`src/rtl/io_mem32_bridge_pkg.sv`:
```
// Shared constants for the io-to-mem32 bridge: register map, bit positions,
// FSM state encoding and mem32 direction values.
// No logic; imported by the bridge.
package io_mem32_bridge_pkg;

  // io register offsets
  localparam logic [3:0] c_addr0   = 4'h0;
  localparam logic [3:0] c_addr1   = 4'h1;
  localparam logic [3:0] c_addr2   = 4'h2;
  localparam logic [3:0] c_addr3   = 4'h3;
  localparam logic [3:0] c_data0   = 4'h4;
  localparam logic [3:0] c_data1   = 4'h5;
  localparam logic [3:0] c_data2   = 4'h6;
  localparam logic [3:0] c_data3   = 4'h7;
  localparam logic [3:0] c_byte_en = 4'h8;
  localparam logic [3:0] c_cmd     = 4'h9;  // write side
  localparam logic [3:0] c_status  = 4'h9;  // read side
  localparam logic [3:0] c_ctrl    = 4'hA;

  // command bits (write to c_cmd)
  localparam int c_cmd_start_rd = 0;
  localparam int c_cmd_start_wr = 1;
  localparam int c_cmd_clr_done = 7;

  // status bits (read from c_status)
  localparam int c_stat_busy = 0;
  localparam int c_stat_done = 1;

  // control bits (c_ctrl)
  localparam int c_ctrl_irq_en   = 0;
  localparam int c_ctrl_auto_inc = 1;

  // mem32 direction encoding
  localparam logic c_dir_read  = 1'b0;
  localparam logic c_dir_write = 1'b1;

  typedef enum logic [1:0] {
    st_idle,
    st_req,
    st_rdwait,
    st_done
  } state_t;

endpackage

```
`src/rtl/io_mem32_bridge.sv`:
```
// Purpose: byte-wide io register window that issues single 32-bit mem32 accesses.
// Latency: io_ack one cycle after every strobe; mem32_request rises the cycle after the start write.
// Backpressure: request held until dack_tag matches; busy blocks register writes and new starts.
module io_mem32_bridge
  import io_mem32_bridge_pkg::*;
#(
  parameter logic [7:0] g_tag       = 8'h5A,
  parameter int         g_addr_bits = 26
) (
  input  logic                   clock,
  input  logic                   reset_n,
  input  logic [3:0]             io_address,
  input  logic                   io_read,
  input  logic                   io_write,
  input  logic [7:0]             io_wdata,
  output logic [7:0]             io_rdata,
  output logic                   io_ack,
  output logic                   io_irq,
  output logic [g_addr_bits-1:0] mem32_address,
  output logic                   mem32_direction,
  output logic [3:0]             mem32_byte_en,
  output logic [31:0]            mem32_wdata,
  output logic                   mem32_request,
  output logic [7:0]             mem32_tag,
  input  logic [7:0]             mem32_dack_tag,
  input  logic [31:0]            mem32_rdata,
  input  logic                   mem32_rack,
  input  logic [7:0]             mem32_rack_tag
);

  state_t                 state;
  logic [g_addr_bits-1:0] addr_reg;
  logic [g_addr_bits-1:0] addr_next;
  logic [31:0]            addr_ext;
  logic [31:0]            data_reg;
  logic [3:0]             byte_en_reg;
  logic                   irq_en;
  logic                   auto_inc;
  logic                   busy;
  logic                   done;
  logic [7:0]             rd_byte;
  logic                   reg_wr;
  logic                   start;
  logic                   start_dir;
  logic                   dack_ok;
  logic                   rack_ok;

  assign mem32_tag = g_tag;
  assign io_irq    = done & irq_en;
  assign addr_ext  = 32'(addr_reg);

  // Configuration registers only accept writes while no access is in flight.
  assign reg_wr    = io_write && !busy;
  assign start     = reg_wr && (io_address == c_cmd) &&
                     (io_wdata[c_cmd_start_rd] || io_wdata[c_cmd_start_wr]);
  // Read wins when both start bits are set.
  assign start_dir = io_wdata[c_cmd_start_rd] ? c_dir_read : c_dir_write;
  assign dack_ok   = (mem32_dack_tag == g_tag);
  assign rack_ok   = mem32_rack && (mem32_rack_tag == g_tag);

  // Merge one written io byte into the address; bits 1:0 stay zero, bits above the width drop.
  always_comb begin
    addr_next = addr_reg;
    for (int b = 2; b < g_addr_bits; b++) begin
      if ((b / 8) == int'(io_address[1:0])) begin
        addr_next[b] = io_wdata[b % 8];
      end
    end
  end

  // io read multiplexer; unmapped offsets return zero.
  always_comb begin
    rd_byte = 8'h00;
    case (io_address)
      c_addr0:   rd_byte = addr_ext[7:0];
      c_addr1:   rd_byte = addr_ext[15:8];
      c_addr2:   rd_byte = addr_ext[23:16];
      c_addr3:   rd_byte = addr_ext[31:24];
      c_data0:   rd_byte = data_reg[7:0];
      c_data1:   rd_byte = data_reg[15:8];
      c_data2:   rd_byte = data_reg[23:16];
      c_data3:   rd_byte = data_reg[31:24];
      c_byte_en: rd_byte = {4'h0, byte_en_reg};
      c_status:  rd_byte = {6'b0, done, busy};
      c_ctrl:    rd_byte = {6'b0, auto_inc, irq_en};
      default:   rd_byte = 8'h00;
    endcase
  end

  // One-cycle ack for every strobe; read data present only alongside a read ack.
  always_ff @(posedge clock or negedge reset_n) begin
    if (!reset_n) begin
      io_ack   <= 1'b0;
      io_rdata <= 8'h00;
    end else begin
      io_ack   <= io_read || io_write;
      io_rdata <= io_read ? rd_byte : 8'h00;
    end
  end

  // Register file plus access FSM; mem32 request fields are registered at start and held.
  always_ff @(posedge clock or negedge reset_n) begin
    if (!reset_n) begin
      state           <= st_idle;
      addr_reg        <= '0;
      data_reg        <= 32'h0;
      byte_en_reg     <= 4'h0;
      irq_en          <= 1'b0;
      auto_inc        <= 1'b0;
      busy            <= 1'b0;
      done            <= 1'b0;
      mem32_address   <= '0;
      mem32_direction <= c_dir_read;
      mem32_byte_en   <= 4'hF;
      mem32_wdata     <= 32'h0;
      mem32_request   <= 1'b0;
    end else begin
      if (reg_wr) begin
        case (io_address)
          c_addr0, c_addr1, c_addr2, c_addr3: addr_reg <= addr_next;
          c_data0:   data_reg[7:0]   <= io_wdata;
          c_data1:   data_reg[15:8]  <= io_wdata;
          c_data2:   data_reg[23:16] <= io_wdata;
          c_data3:   data_reg[31:24] <= io_wdata;
          c_byte_en: byte_en_reg     <= io_wdata[3:0];
          c_ctrl: begin
            irq_en   <= io_wdata[c_ctrl_irq_en];
            auto_inc <= io_wdata[c_ctrl_auto_inc];
          end
          default: ;
        endcase
      end

      // Clear-done is honoured even while busy; a start in the same write clears it anyway.
      if (io_write && (io_address == c_cmd) && io_wdata[c_cmd_clr_done]) begin
        done <= 1'b0;
      end

      case (state)
        st_idle: begin
          if (start) begin
            mem32_address   <= addr_reg;
            mem32_direction <= start_dir;
            mem32_byte_en   <= byte_en_reg;
            mem32_wdata     <= data_reg;
            mem32_request   <= 1'b1;
            busy            <= 1'b1;
            done            <= 1'b0;
            state           <= st_req;
          end
        end
        st_req: begin
          if (dack_ok) begin
            mem32_request <= 1'b0;
            if (mem32_direction == c_dir_write) begin
              state <= st_done;
            end else if (rack_ok) begin
              // Read data returned in the same cycle as the accept.
              data_reg <= mem32_rdata;
              state    <= st_done;
            end else begin
              state <= st_rdwait;
            end
          end
        end
        st_rdwait: begin
          if (rack_ok) begin
            data_reg <= mem32_rdata;
            state    <= st_done;
          end
        end
        st_done: begin
          busy <= 1'b0;
          done <= 1'b1;
          if (auto_inc) begin
            addr_reg <= addr_reg + g_addr_bits'(4);
          end
          state <= st_idle;
        end
        default: state <= st_idle;
      endcase
    end
  end

endmodule

```
`config.mk`:
```
export PLATFORM = sky130hd
export DESIGN_NAME = io_mem32_bridge
export DESIGN_NICKNAME = d
export VERILOG_FILES = /design/src/rtl/io_mem32_bridge_pkg.sv /design/src/rtl/io_mem32_bridge.sv
export SDC_FILE = /design/constraint.sdc
export NUM_CORES = 1
export LEC_CHECK = 0
export CORE_MARGIN = 8
export CORE_UTILIZATION = 60
export DETAILED_ROUTE_END_ITERATION = 8
export DONT_BUFFER_PORTS = 1
export GPL_TIMING_DRIVEN = 0
export PLACE_DENSITY = 0.76
export SLEW_MARGIN = 20
export SYNTH_ARGS = -nofsm -noshare
export SYNTH_HDL_FRONTEND = slang
export SYNTH_SLANG_ARGS = --single-unit
```
`constraint.sdc`:
```
create_clock -name clock -period 4.7 [get_ports clock]
set_input_delay 1.41 -clock clock [delete_from_list [all_inputs] [get_ports clock]]
set_output_delay 1.41 -clock clock [all_outputs]
set_load 0.1 [all_outputs]
```
==> results.md, run 1 <==
* Post-route DRC at 0
* Final setup skew at 0.00687 ns
* Sw frac at 44.4%
* Reg clk slew, reported paths at 0.06 ns
* HP Start: data_reg[15]
* Fin. Hold Viols at 0
* First-pass GRT wire length at 31.7 mm
* Post-synth EDFFs at 0
* Unrepaired setup endpoints after global routing: no
* Peak VDD IR at 0.668 mV
* Yosys warns at 0
* Seq cells post-synth at 137
* Slew @ Worst Pin at 0.985 ns
* Row count at 39
* Dominant synthesized flop cell: dfrtp_1
* Setup WS post-layout at 1.53 ns
* Hold Path End: mem32_wdata[15]
* Wl on met1 at 8.44 mm
* CP max FO at 10
* Die Y at 123 um
* Top Ports at 147
* Fraction of layout cells with a size suffix above 1 at 20.1%
* Post-detail-place hpwl at 15.3 mm
* Sequential area share after synthesis at 49.9%
* R2r setup slk at 2.20 ns
* Final WL at 21.3 mm
* Reg2reg start: mem32_direction
* Die X at 123 um
* PnR Total Power at 4.79 mW
* Maxcap violations at 0
* Met3 routed WL at 1.91 mm
* Pre-antenna DRT Iters at 5
* CTS tree: yes
* Sequential group share of total power at 52.2%
* DR vias/cell at 6.75
* Mean post-synth cell area at 11.3 um^2
* Finished Core Util at 67.9%
* Num Clock Sinks at 137
* Avg WL per Cell at 27.0 um
* Nets@finish at 704
* Fin crit period at 3.17 ns
* Ant. Diodes at 0
* Cts bufs inserted at 17
* Setup_tns at 0 ns
* GR Overflow Total at 0
* Cell area after synthesis at 6870 um^2
* Worst r2r dst: data_reg[19]
* FF-to-FF path depth at 4
* Ys async rst share at 100%
* Clk buf depth at 2
* H-tree depth at 4
* Type of destination of the critical path: register
* Hold Path Class: reg -> reg
* CP Launch Type: input pin
* DRT iter0 DRCs at 514
* Clock network fraction of total power at 28.1%
* Yosys cell types at 65
* Worst EP arrival at 3.51 ns
* PD cells at 623 nW/um^2
* Period utilisation layout at 67.4%
* I/O Buffers at 0
* Initial core utilization at 60.7%
* WL met2 at 10.5 mm
* Core area at 11300 um^2
* Final slew viol count at 0
* Syn Inst Count at 607
* Layout area overhead at 11.8%
* Rel. slew slack at 34.3%
* Post-Place Setup Slack at 0.995 ns
* CTS Root Cell: clkbuf_16
* Leak at 3.48 nW
* Gate power share at 19.7%
* Switching pwr at 2.13 mW
* Area post-placement at 7080 um^2
* Final Cell Area at 7680 um^2
* Hold_buf cts at 0
* Final ANT Viol Nets at 0
* Total GRT Usage at 28.4%
* # setup viols final at 0
* Int Power at 2.66 mW
* Vias in the first global route at 5346
* Status: finished clean
* Post-CTS Setup Inserts at 0
* Post-CTS sizing at 0
* Setup CP Type: in -> reg
* Initial antenna violation count at 0
* Maximum clock frequency at 0.315 GHz
* Highest routed layer: met4
* Cell depth of the worst min-delay path at 1
* Full die area at 15100 um^2
* GPL Wtd Cong at 0.921
* Pin count of the biggest net entering global routing at 138
* Via Count at 5327
* Clock Latency Late Sink at 0.43 ns
* Data required time of the worst path at 5.04 ns
[layout by cell type (no fill, tap or decap), types with 9 or more instances in the layout]
| cell | n |
|---|---|
| dfrtp_1 | 133 |
| conb_1 | 10 |
| nor2_1 | 19 |
| nand4_1 | 12 |
| mux2_2 | 69 |
| clkbuf_1 | 34 |
| buf_4 | 12 |
| o2bb2ai_1 | 34 |
| inv_1 | 15 |
| nand3_1 | 19 |
| a21oi_1 | 17 |
| clkbuf_16 | 17 |
| nand2_1 | 33 |
| a211oi_1 | 9 |
| mux2i_1 | 38 |
| o21ai_0 | 17 |
[synth_stat cells, drive strengths merged, types with 5 or more instances]
cell type | number | area share, %
dfrtp | 133 | 48
mux2 | 69 | 11
mux2i | 38 | 5.5
o2bb2ai | 34 | 4.3
nand2 | 33 | 1.8
clkbuf | 31 | 1.7
buf | 21 | 1.9
nand3 | 20 | 1.5
nor2 | 19 | 1.0
a21oi | 17 | 1.2
o21ai | 17 | 1.2
inv | 15 | 0.82
nand4 | 12 | 1.1
a211oi | 9 | 0.98
a31oi | 8 | 0.73
and3 | 8 | 0.73
nand3b | 8 | 0.87
nor3 | 8 | 0.66
nor2b | 7 | 0.64
a22oi | 6 | 0.66
a311oi | 5 | 0.64
a32o | 5 | 0.73
ha | 5 | 0.91
[power groups by stage]
stage	Sequential, mW	Clock [mW]	Combinational [mW]
6_report	2.50	1.35	0.941
5_1_grt	2.53	1.41	1.02
4_1_cts	2.49	1.36	0.921
3_5_place_dp	2.51	0	0.914
3_3_place_gp	2.50	0	0.877
2_1_floorplan	2.38	0	0.717
[area by class of cell]
type / instances / area (um^2)
plain buffers: 52 / 245
clock buffers: 23 / 468
clock inverters: 8 / 120
fillers: 861 / 3640
inverters: 15 / 56.3
multi-input cells: 411 / 3180
flip-flops and latches: 137 / 3430
well taps: 143 / 179
[through the flow]
| step | instances | hold WS [ns] |
|---|---|---|
| after floorplan | 615 | 0.468 |
| after global placement | 758 | 0.516 |
| after detailed placement | 758 | 0.527 |
| after CTS | 789 | 0.539 |
| after global routing | 789 | 0.550 |
| final | 789 | 0.546 |
[how the worst max path moves through the flow]
stage,to,start,cells past startpoint,slack [ns]
2_1_floorplan,addr_reg[22],io_address[3],5,1.70
3_3_place_gp,mem32_address[20],io_address[0],6,1.14
3_5_place_dp,data_reg[19],mem32_rack_tag[0],5,1.0
4_1_cts,data_reg[19],mem32_rack_tag[0],5,1.45
5_1_grt,mem32_request,io_address[0],7,1.48
6_report,mem32_request,io_address[0],7,1.53
[routing by layer]
metal	vias to the layer above	global-route usage, %
li1	2324	-
met3	34	8.68
met1	2701	35.4
met2	268	45.9
met4	0	10.5
met5	-	0
[cell families (layout without fill, tap and decap cells)]
kind of cell	Yosys count	count (layout)	share of synthesized area (%)
other	2	10	0.109
AOI/OAI and AO/OA	137	137	14.9
adders and majority gates	5	5	0.910
muxes	108	108	17.2
DFF	137	137	49.9
and+or+nand+nor	151	151	12.6
buffers and inverters	67	98	4.39
[critical path, cell delays in order]
cell      delay, ns
nor2b_1        0.10
clkbuf_1       0.41
nand4_1        0.57
buf_2          0.40
buf_2          0.25
a21boi_0       0.15
o22ai_1        0.20
(Power assumes the default switching activity.)
==> run 2: changes to the inputs <==
==> constraint.sdc (replaced) <==
create_clock -name clock -period 3.3 [get_ports clock]
set_input_delay 0.99 -clock clock [delete_from_list [all_inputs] [get_ports clock]]
set_output_delay 0.99 -clock clock [all_outputs]
set_load 0.1 [all_outputs]
==> results of run 2 <==
Same layout as run 1 (identical final DEF). Status: finished clean.
Among the figures that moved: setup slack after placement 0.995 ns -> 0.0151 ns; setup slack after layout 1.53 ns -> 0.550 ns; hold slack 0.546 ns -> 0.256 ns; register-to-register setup slack 2.20 ns -> 0.80 ns; total power 4.79 mW -> 6.82 mW; worst IR drop on VDD 0.668 mV -> 0.952 mV
